`config.mk`:
```
export PLATFORM = sky130hd
export DESIGN_NAME = fetch_unit_flat
export DESIGN_NICKNAME = d
export VERILOG_FILES = /design/src/rtl/fetch_unit_if.sv /design/src/rtl/fetch_unit.sv /design/src/flat_wrapper.sv
export SDC_FILE = /design/constraint.sdc
export NUM_CORES = 1
export LEC_CHECK = 0
export CAP_MARGIN = 20
export CORE_ASPECT_RATIO = 0.75
export CORE_UTILIZATION = 50
export CTS_BUF_LIST = sky130_fd_sc_hd__clkbuf_2 sky130_fd_sc_hd__clkbuf_4 sky130_fd_sc_hd__clkbuf_8
export DETAILED_ROUTE_END_ITERATION = 8
export PLACE_DENSITY = 0.83
export SETUP_SLACK_MARGIN = 0.1
export SYNTH_ARGS = -nofsm -noshare
export SYNTH_HDL_FRONTEND = slang
export SYNTH_SLANG_ARGS = --single-unit
```
`constraint.sdc`:
```
create_clock -name clk -period 6.48 [get_ports clk]
set_input_delay 1.296 -clock clk [delete_from_list [all_inputs] [get_ports clk]]
set_output_delay 1.296 -clock clk [all_outputs]
set_load 0.1 [all_outputs]
```
`src/rtl/fetch_unit_if.sv`:
```
// Fetch unit bus: hazard-unit controls, instruction BRAM port and ID-side outputs.
interface fetch_unit_if;
  logic        pc_set;
  logic [31:0] pc_set_target;
  logic        pc_stall;
  logic        IF1_IF2_stall;
  logic        IF1_IF2_flush;
  logic        IF2_ID_stall;
  logic        IF2_ID_flush;
  logic [31:0] imem_addr;
  logic [31:0] imem_rdata;
  logic [31:0] pc_if1;
  logic [31:0] inst_id;
  logic [31:0] pc_id;
  logic        valid_id;

  modport master (
    input  pc_set,
    input  pc_set_target,
    input  pc_stall,
    input  IF1_IF2_stall,
    input  IF1_IF2_flush,
    input  IF2_ID_stall,
    input  IF2_ID_flush,
    input  imem_rdata,
    output imem_addr,
    output pc_if1,
    output inst_id,
    output pc_id,
    output valid_id
  );

  modport slave (
    output pc_set,
    output pc_set_target,
    output pc_stall,
    output IF1_IF2_stall,
    output IF1_IF2_flush,
    output IF2_ID_stall,
    output IF2_ID_flush,
    output imem_rdata,
    input  imem_addr,
    input  pc_if1,
    input  inst_id,
    input  pc_id,
    input  valid_id
  );
endinterface

```
`src/rtl/fetch_unit.sv`:
```
// Two-stage (IF1/IF2) instruction fetch front end over a synchronous BRAM,
// with a hold buffer that preserves the IF2 instruction across stalls.
module fetch_unit #(
  parameter logic [31:0] RESET_PC = 32'h0000_0000,
  parameter logic [31:0] NOP_INST = 32'h0000_0013
) (
  input logic          clk,
  input logic          rst,
  fetch_unit_if.master bus
);

  logic [31:0] pc_q;
  logic [31:0] pc_if2;
  logic        valid_if2;
  logic [31:0] hold_inst;
  logic        hold_valid;
  logic [31:0] inst_q;
  logic [31:0] pc_id_q;
  logic        valid_q;
  logic [31:0] inst_if2;

  assign bus.imem_addr = pc_q;
  assign bus.pc_if1    = pc_q;
  assign bus.inst_id   = inst_q;
  assign bus.pc_id     = pc_id_q;
  assign bus.valid_id  = valid_q;

  assign inst_if2 = hold_valid ? hold_inst
                               : bus.imem_rdata;

  always_ff @(posedge clk or posedge rst) begin
    if (rst) begin
      pc_q <= RESET_PC;
    end else if (bus.pc_set) begin
      pc_q <= {bus.pc_set_target[31:2], 2'b00};
    end else if (!bus.pc_stall) begin
      pc_q <= pc_q + 32'd4;
    end
  end

  always_ff @(posedge clk or posedge rst) begin
    if (rst) begin
      pc_if2    <= 32'h0;
      valid_if2 <= 1'b0;
    end else if (bus.IF1_IF2_flush) begin
      valid_if2 <= 1'b0;
    end else if (!bus.IF1_IF2_stall) begin
      pc_if2    <= pc_q;
      valid_if2 <= 1'b1;
    end
  end

  // The BRAM re-reads every edge, so the first stalled edge snapshots
  // the data before the latched address moves on.
  always_ff @(posedge clk or posedge rst) begin
    if (rst) begin
      hold_inst  <= 32'h0;
      hold_valid <= 1'b0;
    end else if (bus.IF1_IF2_flush || !bus.IF1_IF2_stall) begin
      hold_valid <= 1'b0;
    end else if (!hold_valid) begin
      hold_inst  <= bus.imem_rdata;
      hold_valid <= 1'b1;
    end
  end

  always_ff @(posedge clk or posedge rst) begin
    if (rst) begin
      inst_q  <= NOP_INST;
      pc_id_q <= 32'h0;
      valid_q <= 1'b0;
    end else if (bus.IF2_ID_flush) begin
      inst_q  <= NOP_INST;
      pc_id_q <= 32'h0;
      valid_q <= 1'b0;
    end else if (!bus.IF2_ID_stall) begin
      inst_q  <= valid_if2 ? inst_if2 : NOP_INST;
      pc_id_q <= pc_if2;
      valid_q <= valid_if2;
    end
  end

endmodule
```
`src/flat_wrapper.sv`:
```
// flat-port wrapper written by rule: the top's interface ports become plain ports
module fetch_unit_flat 
#(
  parameter logic [31:0] RESET_PC = 32'h0000_0000,
  parameter logic [31:0] NOP_INST = 32'h0000_0013
)
  (clk, rst, bus_pc_set, bus_pc_set_target, bus_pc_stall, bus_IF1_IF2_stall, bus_IF1_IF2_flush, bus_IF2_ID_stall, bus_IF2_ID_flush, bus_imem_rdata, bus_imem_addr, bus_pc_if1, bus_inst_id, bus_pc_id, bus_valid_id);
  fetch_unit_if bus_i ();
  input logic clk;
  input logic rst;
  input wire logic [$bits(bus_i.pc_set)-1:0] bus_pc_set;
  input wire logic [$bits(bus_i.pc_set_target)-1:0] bus_pc_set_target;
  input wire logic [$bits(bus_i.pc_stall)-1:0] bus_pc_stall;
  input wire logic [$bits(bus_i.IF1_IF2_stall)-1:0] bus_IF1_IF2_stall;
  input wire logic [$bits(bus_i.IF1_IF2_flush)-1:0] bus_IF1_IF2_flush;
  input wire logic [$bits(bus_i.IF2_ID_stall)-1:0] bus_IF2_ID_stall;
  input wire logic [$bits(bus_i.IF2_ID_flush)-1:0] bus_IF2_ID_flush;
  input wire logic [$bits(bus_i.imem_rdata)-1:0] bus_imem_rdata;
  output wire logic [$bits(bus_i.imem_addr)-1:0] bus_imem_addr;
  output wire logic [$bits(bus_i.pc_if1)-1:0] bus_pc_if1;
  output wire logic [$bits(bus_i.inst_id)-1:0] bus_inst_id;
  output wire logic [$bits(bus_i.pc_id)-1:0] bus_pc_id;
  output wire logic [$bits(bus_i.valid_id)-1:0] bus_valid_id;
  assign bus_i.pc_set = bus_pc_set;
  assign bus_i.pc_set_target = bus_pc_set_target;
  assign bus_i.pc_stall = bus_pc_stall;
  assign bus_i.IF1_IF2_stall = bus_IF1_IF2_stall;
  assign bus_i.IF1_IF2_flush = bus_IF1_IF2_flush;
  assign bus_i.IF2_ID_stall = bus_IF2_ID_stall;
  assign bus_i.IF2_ID_flush = bus_IF2_ID_flush;
  assign bus_i.imem_rdata = bus_imem_rdata;
  assign bus_imem_addr = bus_i.imem_addr;
  assign bus_pc_if1 = bus_i.pc_if1;
  assign bus_inst_id = bus_i.inst_id;
  assign bus_pc_id = bus_i.pc_id;
  assign bus_valid_id = bus_i.valid_id;
  fetch_unit #(.RESET_PC(RESET_PC), .NOP_INST(NOP_INST)) u_core (.clk(clk), .rst(rst), .bus(bus_i));
endmodule
```
==> results.rst <==
.. list-table::
   :header-rows: 1

   * - Metric
     - Value
   * - Number of setup buffers added after CTS
     - 0
   * - Vias per Instance
     - roughly 5.6
   * - Number of global-route vias before repair
     - 5340
   * - Part of the total power dissipated in sequential elements
     - 0.415
   * - Vert. Die Dim
     - 105 um
   * - Switching Fraction
     - 0.372
   * - Failing checks
     - design-rule violations
   * - Arrival @ worst endpoint
     - between 2 and 2.5 ns
   * - Number of library cell types mapped by synthesis
     - 39
   * - Number of synthesized flops with an enable pin
     - 0
   * - # port buffers
     - 194
   * - Ports placed on the boundary
     - between 200 and 250
   * - Worst-path cell with the longest stage delay
     - sky130_fd_sc_hd__clkdlybuf4s50_1
   * - Aggregate global-route resource usage
     - 0.239
   * - Remaining global-route overflow
     - 0
   * - P&R area growth vs syn
     - 32.1%
   * - Proportion of synthesized chip area in sequential cells
     - 0.560
   * - Total wire length after detailed routing
     - 16800 um
   * - Number of iterations in the first detailed-routing pass
     - 8
   * - Die area
     - ~0.015 mm^2
   * - Weighted congestion at the end of routability-driven global placement
     - between 0.8 and 0.9
   * - Switching power total
     - about 0.0011 W
   * - Share of total power in the clock network
     - 0.289
   * - Critical path startpoint category
     - register
   * - Row cnt
     - 37
   * - Maximum number of pins on one net before global-route repair
     - 109
   * - Clock tree from TritonCTS
     - yes
   * - Reported max-cap violation count
     - 0
   * - Highest clock rate
     - ~280 MHz
   * - # resized after CTS
     - 0
   * - Diode count
     - 0
   * - Async SR Flop Fraction
     - 1.00
   * - Number of nets in the final layout
     - 830
   * - Placed wire-length estimate after detailed placement
     - approximately 11000 um
   * - Detailed-route via count
     - between 5000 and 6000
   * - List of cells traversed by the critical path
     - clkdlybuf4s50_1
   * - Clock slew at the register clock pins of the worst setup and hold paths
     - 0.09 ns
   * - Violation count after the first detailed-routing iteration
     - about 390
   * - Initial antenna violation count
     - 0
   * - Hold Vio Cnt, Final
     - 0
   * - Internal power
     - between 0.0015 and 0.002 W
   * - Wirelength per Cell
     - around 18 um
   * - Number of pins with negative max-slew slack in the final report
     - 0
   * - Clock latency of the later-clocked register in the worst-skew pair
     - about 0.43 ns
   * - Final setup fails
     - 0
   * - Slew at the pin with the worst max-slew slack
     - ~1.1 ns
   * - Depth of the CTS H-tree
     - 4
   * - Sum of negative setup slack
     - 0 ns
   * - Clock Tree Buf Depth
     - 2
   * - Outcome
     - finished with violations
   * - Layout cells sized above 1
     - 0.139
   * - First-pass GRT wire length
     - about 27000 um
   * - PD cells
     - about 310 mW/mm^2
   * - Placeable core region
     - approximately 0.014 mm^2
   * - Clock sink total
     - between 150 and 200
   * - Total power consumption of the routed design
     - 0.00289 W
   * - RSZ-0062 raised after global routing
     - false
   * - Initial Utilization
     - 0.514
   * - Crit. End Element
     - output pin
   * - Hold-fix buffers, CTS
     - 0
   * - Peak supply drop
     - a little under 0.0002 V
   * - DRC violations left
     - 13
   * - Buffers & Inverters on Critical Path
     - 1
   * - Min Tclk post-route
     - 3.52 ns
   * - Biggest fanout along the worst timing path
     - 9
   * - Maximum single-stage delay on the critical path
     - between 1 and 1.5 ns
   * - Final Cycle Share
     - 0.544
   * - Die Wd
     - between 100 and 150 um
   * - Post-synthesis instance area
     - 0.00706 mm^2
   * - Number of routed nets with antenna violations
     - 0
   * - Worst hold path class
     - reg2reg
   * - Clock root buffer
     - sky130_fd_sc_hd__clkbuf_8
   * - Delay-heaviest family, CP
     - buffers and inverters
   * - Max-Slew Margin vs Limit
     - 0.296
   * - Clock buffers created by TritonCTS
     - 17
   * - Number of synthesized register bits
     - between 150 and 200
   * - Post-Syn Area per Cell
     - 11.6 um^2
   * - Leak Pwr
     - 3.94 nW
   * - Post-synthesis cell count
     - slightly above 600
   * - Relative contribution of combinational cells to total power
     - 0.296
   * - Classification of the worst setup path
     - reg2out
   * - Data required, critical path
     - 5.18 ns
   * - Synth warnings
     - 0
   * - Dominant synthesized flop cell
     - sky130_fd_sc_hd__dfrtp_1
   * - Worst-case clock skew
     - ~0.017 ns
## sequential cells by signal, indices dropped and copies added, names as in the netlist
register / cells
u_core.bus.inst_id: 32
u_core.hold_inst: 32
u_core.bus.pc_id: 31
u_core.bus.imem_addr: 30
u_core.pc_if2: 30
u_core.bus.valid_id: 1
u_core.hold_valid: 1
u_core.valid_if2: 1
## final cells by class
class | instances | area [um^2]
well taps | 175 | 219
fillers | 1012 | 4420
multi-input cells | 375 | 2690
clock buffers | 19 | 249
clock inverters | 12 | 210
inverters | 6 | 27.5
repair buffers | 199 | 1970
flip-flops and latches | 158 | 3960
## logic make-up (layout without fill, tap and decap cells)
| group | count (synthesis) | count (layout) | synth area share |
|---|---|---|---|
| adder cells (fa/ha/maj) | 1 | 1 | 0.00177 |
| AND/OR/NAND/NOR | 162 | 162 | 0.113 |
| AO/OA/AOI/OAI | 70 | 70 | 0.0578 |
| other | 1 | 4 | 0.000531 |
| XOR/XNOR | 13 | 13 | 0.0161 |
| flip-flops | 158 | 158 | 0.560 |
| multiplexers | 125 | 125 | 0.189 |
| buffers and inverters | 78 | 236 | 0.0617 |
## worst paths after layout
| kind | startpoint | end | slack, ns | depth (start not counted) |
|---|---|---|---|---|
| max | u_core.bus.imem_addr[5]$_DFFE_PP0N_ | bus_imem_addr[5] | 2.96 | 1 |
| min | u_core.bus.inst_id[16]$_DFFE_PP0P_ | u_core.bus.inst_id[16]$_DFFE_PP0P_ | 0.48 | 2 |
| max reg2reg | u_core.bus.imem_addr[2]$_DFFE_PP0N_ | u_core.bus.imem_addr[31]$_DFFE_PP0N_ | 3.95 | 4 |
| min reg2reg | u_core.bus.inst_id[16]$_DFFE_PP0P_ | u_core.bus.inst_id[16]$_DFFE_PP0P_ | 0.48 | 2 |
| max in group asynchronous | rst | u_core.hold_valid$_DFF_PP0_ | 3.78 | 3 |
| min in group asynchronous | rst | u_core.bus.inst_id[5]$_DFFE_PP0P_ | 1.46 | 2 |
## worst register-to-register path: stages (launching register included)
cell and delay, ns:
sky130_fd_sc_hd__dfrtp_1 0.54, sky130_fd_sc_hd__nand4b_2 0.26, sky130_fd_sc_hd__or4_1 0.86, sky130_fd_sc_hd__or4_1 0.62
sky130_fd_sc_hd__a31oi_1 0.17
## synth_stat cells, drive strengths merged, types with 3 or more instances
master / n / area share
buf: 48 / 0.046
o31ai: 6 / 0.0064
o21ai: 44 / 0.031
clkbuf: 24 / 0.013
or4: 17 / 0.018
nand3: 19 / 0.013
nor2b: 4 / 0.0035
and4: 5 / 0.0064
mux2i: 60 / 0.085
xor2: 6 / 0.0074
dfrtp: 155 / 0.55
dfstp: 3 / 0.011
nor2: 40 / 0.021
nand2: 61 / 0.032
mux2: 65 / 0.10
o211ai: 9 / 0.0096
nand4: 5 / 0.0066
a31oi: 7 / 0.0062
o22a: 3 / 0.0037
xnor2: 7 / 0.0087
inv: 6 / 0.0032
## metrics by stage
stage          hold WS, ns  utilization  setup WS, ns  std cells  instance area [um^2]
6_report             0.484        0.679          2.96        944                  9330
5_1_grt              0.512        0.679          2.87        944                  9330
4_1_cts              0.489        0.679          2.93        944                  9330
3_5_place_dp         0.470        0.645          2.60        913                  8870
3_3_place_gp         0.460        0.645          2.65        913                  8870
2_1_floorplan        0.458            -         0.926        611                  7070
## metal layers
layer | up-vias | share of wire | global-route usage
met4 | 0 | 0.0097 | 0.0683
met3 | 18 | 0.046 | 0.0477
li1 | 2392 | - | -
met2 | 175 | 0.49 | 0.397
met1 | 2659 | 0.45 | 0.319
met5 | - | 0 | 0
## layout by cell type, fill, tap and decap left out, types with 2 or more instances in the layout
master | netlist | routed
sky130_fd_sc_hd__xor2_1 | 6 | 6
sky130_fd_sc_hd__dfrtp_1 | 155 | 154
sky130_fd_sc_hd__inv_6 | 0 | 3
sky130_fd_sc_hd__o211ai_1 | 9 | 9
sky130_fd_sc_hd__clkdlybuf4s50_1 | 0 | 193
sky130_fd_sc_hd__nor2b_2 | 0 | 2
sky130_fd_sc_hd__o22a_1 | 3 | 3
sky130_fd_sc_hd__or3_1 | 2 | 2
sky130_fd_sc_hd__o31ai_1 | 6 | 6
sky130_fd_sc_hd__nand2_1 | 61 | 61
sky130_fd_sc_hd__nand3_1 | 19 | 19
sky130_fd_sc_hd__nor3_1 | 2 | 2
sky130_fd_sc_hd__and4_1 | 4 | 4
sky130_fd_sc_hd__clkbuf_4 | 0 | 2
sky130_fd_sc_hd__clkinv_4 | 0 | 4
sky130_fd_sc_hd__inv_1 | 6 | 5
sky130_fd_sc_hd__xnor2_1 | 7 | 7
sky130_fd_sc_hd__a31oi_1 | 7 | 7
sky130_fd_sc_hd__bufinv_16 | 0 | 5
sky130_fd_sc_hd__nand4_1 | 4 | 4
sky130_fd_sc_hd__nor2b_1 | 4 | 2
sky130_fd_sc_hd__clkbuf_8 | 0 | 17
sky130_fd_sc_hd__o21ai_0 | 44 | 44
sky130_fd_sc_hd__dfstp_2 | 3 | 3
sky130_fd_sc_hd__or4_1 | 17 | 17
sky130_fd_sc_hd__buf_4 | 35 | 5
sky130_fd_sc_hd__mux2i_1 | 60 | 60
sky130_fd_sc_hd__mux2_2 | 59 | 59
sky130_fd_sc_hd__nor2_1 | 40 | 39
sky130_fd_sc_hd__conb_1 | 1 | 4
sky130_fd_sc_hd__mux2_1 | 6 | 6
## power by group through the flow
stage / clock network [W] / registers [W] / logic (W)
2_1_floorplan: 0 / 0.00150 / 0.000359
3_3_place_gp: 0 / 0.00121 / 0.000845
3_5_place_dp: 0 / 0.00122 / 0.000859
4_1_cts: 0.000848 / 0.00120 / 0.000862
5_1_grt: 0.000892 / 0.00122 / 0.000891
6_report: 0.000836 / 0.00120 / 0.000857
Note: power is estimated with default switching activity, not from simulation.
